$ cat src/rtl/simmem_wrsp_responder.sv
`default_nettype none
// ============================================================================
// Module  : simmem_wrsp_responder (with simmem_pkg)
// Brief   : Memory-end AXI write responder. It queues AW bursts, counts W beats
//           and returns one in-order B response per burst.
// Revision: 1.0 - initial release
// ============================================================================

package simmem_pkg;
    localparam int unsigned IDWidth          = 4;
    localparam int unsigned AddrWidth        = 16;
    localparam int unsigned DataWidth        = 32;
    localparam int unsigned BurstLenWidth    = 3;
    localparam int unsigned MaxBurstLenField = 2;
    localparam int unsigned RspPayloadWidth  = 2;

    typedef struct packed {
        logic [IDWidth-1:0]       id;
        logic [AddrWidth-1:0]     addr;
        logic [BurstLenWidth-1:0] burst_len;
    } waddr_t;

    typedef struct packed {
        logic [DataWidth-1:0]   data;
        logic [DataWidth/8-1:0] strb;
        logic                   last;
    } wdata_t;

    typedef struct packed {
        logic [IDWidth-1:0]         id;
        logic [RspPayloadWidth-1:0] payload;
    } wrsp_merged_payload_t;

    typedef struct packed {
        wrsp_merged_payload_t merged_payload;
    } wrsp_t;

    // Burst length field encodes log2 of the beat count.
    function automatic logic [MaxBurstLenField:0] get_effective_burst_len(
        input logic [BurstLenWidth-1:0] burst_len
    );
        logic [MaxBurstLenField:0] w_one;
        w_one = 1;
        return w_one << burst_len;
    endfunction
endpackage

module simmem_wrsp_responder
    import simmem_pkg::*;
#(
    parameter int unsigned                AwQueueDepth = 4,
    parameter logic [RspPayloadWidth-1:0] RspOkay      = 2'd0,
    parameter logic [RspPayloadWidth-1:0] RspSlvErr    = 2'd2,
    parameter logic [RspPayloadWidth-1:0] RspDecErr    = 2'd3
) (
    input  logic                            clk_i,
    input  logic                            rst_i,
    input  waddr_t                          waddr_i,
    input  logic                            waddr_in_valid_i,
    output logic                            waddr_in_ready_o,
    input  wdata_t                          wdata_i,
    input  logic                            wdata_in_valid_i,
    output logic                            wdata_in_ready_o,
    output wrsp_t                           wrsp_o,
    output logic                            wrsp_out_valid_o,
    input  logic                            wrsp_out_ready_i,
    output logic [$clog2(AwQueueDepth):0]   aw_count_o
);
    localparam int unsigned c_PTR_W  = $clog2(AwQueueDepth);
    localparam int unsigned c_CNT_W  = c_PTR_W + 1;
    localparam int unsigned c_BEAT_W = MaxBurstLenField + 1;
    localparam logic [c_CNT_W-1:0]       c_DEPTH   = c_CNT_W'(AwQueueDepth);
    localparam logic [BurstLenWidth-1:0] c_MAX_LEN = BurstLenWidth'(MaxBurstLenField);

    typedef enum logic [1:0] {
        ST_IDLE = 2'd0,
        ST_DATA = 2'd1,
        ST_RSP  = 2'd2
    } state_e;

    state_e                r_state;
    state_e                w_state_next;
    logic [c_PTR_W-1:0]    r_wr_ptr;
    logic [c_PTR_W-1:0]    r_rd_ptr;
    logic [c_CNT_W-1:0]    r_count;
    logic [c_BEAT_W-1:0]   r_beat_cnt;
    wrsp_t                 r_wrsp;

    logic [IDWidth-1:0]    r_q_id     [AwQueueDepth];
    logic [c_BEAT_W-1:0]   r_q_beats  [AwQueueDepth];
    logic                  r_q_decerr [AwQueueDepth];

    logic                  w_aw_push;
    logic                  w_beat_acc;
    logic                  w_final;
    logic                  w_rsp_hs;
    logic                  w_at_len;
    logic [c_BEAT_W-1:0]   w_cnt_inc;
    logic [BurstLenWidth-1:0] w_len_clamped;
    logic                  w_aw_decerr;
    logic [RspPayloadWidth-1:0] w_payload;
    logic                  w_unused_fields;

    assign waddr_in_ready_o = !rst_i && (r_count != c_DEPTH);
    assign wdata_in_ready_o = !rst_i && (r_state == ST_DATA);
    assign wrsp_out_valid_o = !rst_i && (r_state == ST_RSP);
    assign wrsp_o           = rst_i ? '0 : r_wrsp;
    assign aw_count_o       = rst_i ? '0 : r_count;

    assign w_aw_push  = waddr_in_valid_i && waddr_in_ready_o;
    assign w_beat_acc = wdata_in_valid_i && wdata_in_ready_o;
    assign w_rsp_hs   = wrsp_out_valid_o && wrsp_out_ready_i;

    assign w_aw_decerr   = (waddr_i.burst_len > c_MAX_LEN);
    assign w_len_clamped = w_aw_decerr ? c_MAX_LEN : waddr_i.burst_len;

    // A burst ends on an explicit last or when the declared count is reached.
    assign w_cnt_inc = r_beat_cnt + c_BEAT_W'(1);
    assign w_at_len  = (w_cnt_inc == r_q_beats[r_rd_ptr]);
    assign w_final   = w_beat_acc && (wdata_i.last || w_at_len);

    assign w_payload = r_q_decerr[r_rd_ptr]      ? RspDecErr :
                       (wdata_i.last == w_at_len) ? RspOkay   : RspSlvErr;

    // Address, data and strobes are accepted but never stored.
    assign w_unused_fields = ^{waddr_i.addr, wdata_i.data, wdata_i.strb};

    always_comb begin
        w_state_next = r_state;
        case (r_state)
            ST_IDLE: if (w_aw_push || (r_count != '0)) w_state_next = ST_DATA;
            ST_DATA: if (w_final) w_state_next = ST_RSP;
            ST_RSP: begin
                if (w_rsp_hs) begin
                    w_state_next = ((r_count != '0) || w_aw_push) ? ST_DATA : ST_IDLE;
                end
            end
            default: w_state_next = ST_IDLE;
        endcase
    end

    always_ff @(posedge clk_i) begin
        if (rst_i) begin
            r_state    <= ST_IDLE;
            r_wr_ptr   <= '0;
            r_rd_ptr   <= '0;
            r_count    <= '0;
            r_beat_cnt <= '0;
            r_wrsp     <= '0;
            for (int i = 0; i < AwQueueDepth; i++) begin
                r_q_id[i]     <= '0;
                r_q_beats[i]  <= '0;
                r_q_decerr[i] <= 1'b0;
            end
        end else begin
            r_state <= w_state_next;

            if (w_aw_push) begin
                r_q_id[r_wr_ptr]     <= waddr_i.id;
                r_q_beats[r_wr_ptr]  <= get_effective_burst_len(w_len_clamped);
                r_q_decerr[r_wr_ptr] <= w_aw_decerr;
                r_wr_ptr             <= r_wr_ptr + c_PTR_W'(1);
            end

            if (w_final) begin
                r_rd_ptr <= r_rd_ptr + c_PTR_W'(1);
            end

            case ({w_aw_push, w_final})
                2'b10:   r_count <= r_count + c_CNT_W'(1);
                2'b01:   r_count <= r_count - c_CNT_W'(1);
                default: r_count <= r_count;
            endcase

            if (w_beat_acc) begin
                if (w_final) begin
                    r_beat_cnt                    <= '0;
                    r_wrsp.merged_payload.id      <= r_q_id[r_rd_ptr];
                    r_wrsp.merged_payload.payload <= w_payload;
                end else begin
                    r_beat_cnt <= w_cnt_inc;
                end
            end
        end
    end
endmodule
`default_nettype wire

$ cat config.mk
export PLATFORM = sky130hd
export DESIGN_NAME = simmem_wrsp_responder
export DESIGN_NICKNAME = d
export VERILOG_FILES = /design/src/rtl/simmem_wrsp_responder.sv
export SDC_FILE = /design/constraint.sdc
export NUM_CORES = 1
export LEC_CHECK = 0
export ABC_AREA = 0
export BUFFER_PORTS_ARGS = -buffer_cell sky130_fd_sc_hd__buf_2
export CAP_MARGIN = 20
export CORE_MARGIN = 2
export CORE_UTILIZATION = 54
export CTS_CLUSTER_DIAMETER = 200
export DETAILED_ROUTE_END_ITERATION = 10
export PLACE_DENSITY = 0.89
export SYNTH_ARGS = -nofsm -noshare
export SYNTH_HDL_FRONTEND = slang
export SYNTH_SLANG_ARGS = --single-unit
$ cat constraint.sdc
create_clock -name clk_i -period 4.6 [get_ports clk_i]
set_input_delay 0.92 -clock clk_i [delete_from_list [all_inputs] [get_ports clk_i]]
set_output_delay 0.92 -clock clk_i [all_outputs]
set_load 0.005 [all_outputs]
After elaboration in Yosys (flattened, before gate mapping). Memory sizes are Yosys's and may differ from the RTL's. A register that Yosys moved wholly into a read port is not among the register bits. Index checks and enable logic that the tools add are counted.

Output and inout port bits: 12. Register bits after elaboration: 14. Word-level logic and storage cells: 74. Memories: 3. RAM bits: 32.

Memory list: r_q_id (depth 4, width 4, read ports 1, clocked after Yosys merged registers in 1, wr ports 4, RTL line 89) `logic [IDWidth-1:0] r_q_id [AwQueueDepth];`; r_q_beats (depth 4, width 3, read ports 1, clocked after Yosys merged registers in 1, wr ports 4, RTL line 90) `logic [c_BEAT_W-1:0] r_q_beats [AwQueueDepth];`; r_q_decerr (depth 4, width 1, read ports 1, clocked after Yosys merged registers in 1, wr ports 4, RTL line 91) `logic r_q_decerr [AwQueueDepth];`.

Shift-type cells: 1. Equal/unequal tests: 10. Add/subtract/negate cells: 5. Order comparisons: 1. Muxes and demuxes: 30. Reductions and logical operators: 18.

Operator list (number): $mux W2 (12); $mux W3 (4); $mux W1 (10); $logic_and A1 B1 Y1 (7); $add A3 B1 Y3 const B (2); $mux W6 (1); $ne A2 B2 Y1 const B (3); $pmux W2 S3 (1); $pmux W3 S2 (1); $add A2 B1 Y2 const B (2); $eq A2 B1 Y1 const B (2); $eq A2 B2 Y1 const B (2); $mux W4 (1); $reduce_or A4 Y1 (1); $eq A3 B3 Y1 (1); $gt A3 B2 Y1 const B (1); $ne A3 B3 Y1 const B (1); $reduce_and A3 Y1 (1); $reduce_bool A3 Y1 (1); $reduce_or A3 Y1 (1); $shl A1 B3 Y3 const A (1); $sub A3 B1 Y3 const B (1); $logic_not A2 Y1 (1); $logic_or A1 B1 Y1 (2); 5 further kinds (5).

Logic depth before layout (Yosys ltp).
Depth after elaboration: 8. Gate-level depth with buffers: 14. Mapped depth without buffers: 13.

Least setup slack after synthesis. No wires, ideal clock.

Path type: reg2reg. From: reg r_beat_cnt[0]. To: reg r_count[2]. Path slack: 1.811 ns. Data arrival time: 2.719 ns. Period minus slack after synthesis: 2.789 ns. Buffers on the path: 0. Stages on the path, launching flop included: 14. Setup time: 0.070 ns. Cell sequence: dfxtp_1 > ha_1 > xor2_1 > and3_1 > o21ai_0 > ha_1 > inv_1 > nand2_4 > inv_4 > ha_1 > fa_1 > xnor2_1 > or3_1 > a21oi_1.

Cells in the longest elaborated chain, start to end: 6. Elaborated cells between the ends (all ways): 8. Those cells by class: add/sub: 1; eq/ne: 3; mux: 1; reduce/logical: 3.

Ends and longest elaborated chain: start: declaration (RTL line 86) `logic [c_BEAT_W-1:0] r_beat_cnt;`; start signal: assignment (RTL line 181) `r_beat_cnt <= w_cnt_inc;`; $add A3 B1 Y3 * (RTL line 118) `assign w_cnt_inc = r_beat_cnt + c_BEAT_W'(1);`; $eq A3 B3 Y1 * (RTL line 119) `assign w_at_len = (w_cnt_inc == r_q_beats[r_rd_ptr]);`; $logic_or A1 B1 Y1 * (RTL line 120) `assign w_final = w_beat_acc && (wdata_i.last || w_at_len);`; $logic_and A1 B1 Y1 * (RTL line 120); named net w_final (RTL line 95) `logic w_final;`; $eq A2 B1 Y1 / $eq A2 B2 Y1 (equally long branches) (RTL line 169) `case ({w_aw_push, w_final})`; $pmux W3 S2 / $reduce_bool A2 Y1 (equally long branches); end signal: assignment (RTL line 170) `2'b10: r_count <= r_count + c_CNT_W'(1);`; end signal: assignment (RTL line 171) `2'b01: r_count <= r_count - c_CNT_W'(1);`; end signal: assignment (RTL line 172) `default: r_count <= r_count;`; end: declaration (RTL line 85) `logic [c_CNT_W-1:0] r_count;`.

The timed path passes the listed nets; every way through them passes the cells marked *. A chain may end at the register's enable or synchronous reset.

Final worst setup path. Same ends and word-level chain as after synthesis.

==> summary.md <==
| Metric | Value |
|---|---|
| Status | finished, final reports clean |
| Leakage | 1.03 nW |
| Area grow syn2layout | 9.30% |
| Cts-stage hold buffer count | 0 |
| WP data arrival | 3.35 ns |
| Worst path required time | 4.84 ns |
| CTS tree | yes |
| Rel. slew slack | 60.4% |
| RR Startpoint | r_beat_cnt[0] |
| Fillers | 338 |
| Die Ht | 71.2 µm |
| Post-DRT Antenna Nets | 0 |
| Synth warnings | 0 |
| Post-CTS setup buffers | 0 |
| Tcrit/Tclk final | 67.7% |
| Post-Place Setup Slack | 1.32 ns |
| Post-synth EDFFs | 32 |
| Startpoint type of the worst setup path | register |
| DP HPWL | 3050 µm |
| Final wirelength | 4170 µm |
| DRC | 0 |
| Vias in the first global route | 1663 |
| GRT Util Overall | 18.5% |
| Ant. Diodes | 0 |
| Total Nets Final | 297 |
| #FFs+latches synth | 52 |
| Share of post-route cells with drive strength above 1 | 22.7% |
| Total Die Area | 5060 µm² |
| CTS Buf Count | 5 |
| Rows | 24 |
| Die X | 71.2 µm |
| GR Overflow Total | 0 |
| Syn Inst Count | 205 |
| Least-Margin Pin Slew | 0.595 ns |
| Max IR drop VDD | 0.000218 V |
| Min-Delay Path Class | register to register |
| Largest fanout on the critical path | 8 |
| Register clock-pin slew on the reported worst setup and hold paths | 0.10 ns |
| Clock Latency Late Sink | 0.31 ns |
| Global-route wire length before repair | 7240 µm |
| Vias post-DR | 1564 |
| Sequential area share after synthesis | 55.9% |
| Ports | 77 |
| Worst Setup Path Type | register to register |
| Maxcap violations | 0 |
| Worst setup slack after layout | 1.49 ns |
| PortBufs | 24 |
| Synthesized area | 2440 µm² |
| RSZ-0062 raised after global routing | false |
| Initial Util | 55.9% |
| Crit path launch | r_beat_cnt[0] |
| Syn Area/Cell | 11.9 µm² |
| Clock Tree Root | clkbuf_8 |
| Total power | 0.881 mW |
| Hold_sp | r_wrsp[3] |
| Final Hold Viols | 0 |
| DR WL/cell | 14.8 µm |
| Pwr Density | 331 nW/µm² |
| Clock Path Buffers | 2 |
| Largest net degree at the start of global routing | 38 |
| Layout Skew | 0.0125 ns |
| Core area | 4350 µm² |
| Initial antenna violation count | 0 |
| Post-layout min period | 3.11 ns |
| Post-CTS sizing | 0 |
| Vias per inst | 5.57 |
| GP Congestion | 0.776 |
| Distinct cells, synth | 43 |
| Drt initial violations | 121 |
| FF+latch area | 1360 µm² |
| Synth async-reset ratio | 0% |
| Fin Setup TNS | 0 ns |
| Most used DFF post-synth | edfxtp_1 |
| Htree depth | 2 |
| Fmax | 321 MHz |
| Syn nets | 274 |
| Final setup viols | 0 |
| DRT Pass-1 Iters | 4 |
| Sink Count | 52 |
| Max-slew violation count | 0 |
| Multi-input gate area | 1000 µm² |
| Crit end category | register |
==> final timing paths <==
kind / endpoint / slack (ns) / depth (start not counted)
setup / recovery: r_count[2] / 1.49 / 13
hold / removal: r_wrsp[3] / 0.45 / 2
setup reg to reg: r_count[2] / 1.49 / 13
hold reg to reg: r_wrsp[3] / 0.45 / 2
==> routing by layer <==
metal	share of wire, %	track usage [%]
met5	0	0
met3	3.9	4.56
met4	1.2	6.50
met2	53	33.4
met1	42	21.1
==> kinds of logic after synthesis <==
family	Yosys count	share of synthesized area, %
and+or+nand+nor	93	21.6
muxes	13	8.53
DFF	52	55.9
adders and majority gates	4	2.36
xor gates and xnor gates	11	3.95
buffers and inverters	13	2.93
AOI/OAI and AO/OA	19	4.73
==> flip-flops by register name (all words and copies together) (netlist names), named ones only <==
signal / flops
r_beat_cnt: 3
r_count: 3
r_q_beats: 12
r_q_decerr: 4
r_q_id: 16
r_rd_ptr: 2
r_state: 2
r_wr_ptr: 2
r_wrsp: 6
==> Yosys cell counts (3+ instances only) <==
cell / count / area, µm²
nor2_1: 24 / 90.1
nor2b_1: 10 / 62.6
nand2_1: 12 / 45.0
nand2b_1: 4 / 25.0
ha_1: 3 / 37.5
mux4_2: 6 / 135
xor2_1: 5 / 43.8
dfxtp_1: 20 / 400
nor3_1: 5 / 25.0
nor2_2: 4 / 25.0
xnor2_1: 6 / 52.6
inv_1: 3 / 11.3
o21ai_0: 3 / 15.0
and2_1: 12 / 75.1
mux2i_1: 5 / 50.1
clkbuf_1: 4 / 15.0
edfxtp_1: 32 / 961
and3_1: 5 / 31.3
a21oi_1: 13 / 65.1
==> cells in the final DEF (no fill, tap or decap), drive strengths merged <==
master,netlist,layout
mux4,6,6
nor2,28,28
clkbuf,4,5
or2,1,1
nand3b,2,2
dfxtp,20,20
nor3,5,5
and3,5,5
nand4b,1,1
xnor2,6,6
mux2i,5,5
nor3b,3,3
ha,3,3
or3,3,3
a221oi,1,1
buf,4,24
nand3,3,3
edfxtp,32,32
fa,1,1
and4bb,1,1
a41o,1,1
nand2,13,13
mux2,2,2
xor2,5,5
inv,5,6
or3b,1,1
nand2b,5,5
o21ai,3,3
a21oi,14,14
and2,12,12
nor2b,10,10
clkinv,0,2
==> power by group <==
part           switching, mW  total, mW  internal (mW)
combinational         0.0468     0.0841         0.0373
clock                  0.155      0.265          0.109
sequential            0.0145      0.532          0.518
total                  0.217      0.881          0.664
==> through the flow <==
| stage | util, % | instance area [µm²] | hold WS (ns) | cells |
|---|---|---|---|---|
| after detailed placement | 59.1 | 2570 | 0.442 | 273 |
| after CTS | 61.1 | 2660 | 0.456 | 281 |
| final | 61.1 | 2660 | 0.454 | 281 |
| after global placement | 59.1 | 2570 | 0.442 | 273 |
| after floorplan | - | 2440 | 0.432 | 205 |
| after global routing | 61.1 | 2660 | 0.504 | 281 |
==> worst max-delay path: stages, from the launching register on <==
cell and delay (ns):
dfxtp_1 0.44, ha_1 0.32, xor2_1 0.17, and3_1 0.16, o21ai_0 0.17, ha_1 0.25, inv_1 0.12, nand2_4 0.13
inv_4 0.07, ha_1 0.22, fa_1 0.38, xnor2_1 0.14, or3_1 0.31, a21oi_1 0.15
==> final cells by class <==
type                            count  area share, %
Sequential cell                    52           51.1
Multi-Input combinational cell    140           37.7
Timing Repair Buffer               24           4.51
Clock buffer                        5           2.58
Tap cell                           52           2.44
Clock inverter                      3          0.846
Inverter                            5          0.799
No activity file was read; power rests on OpenSTA's default activity.
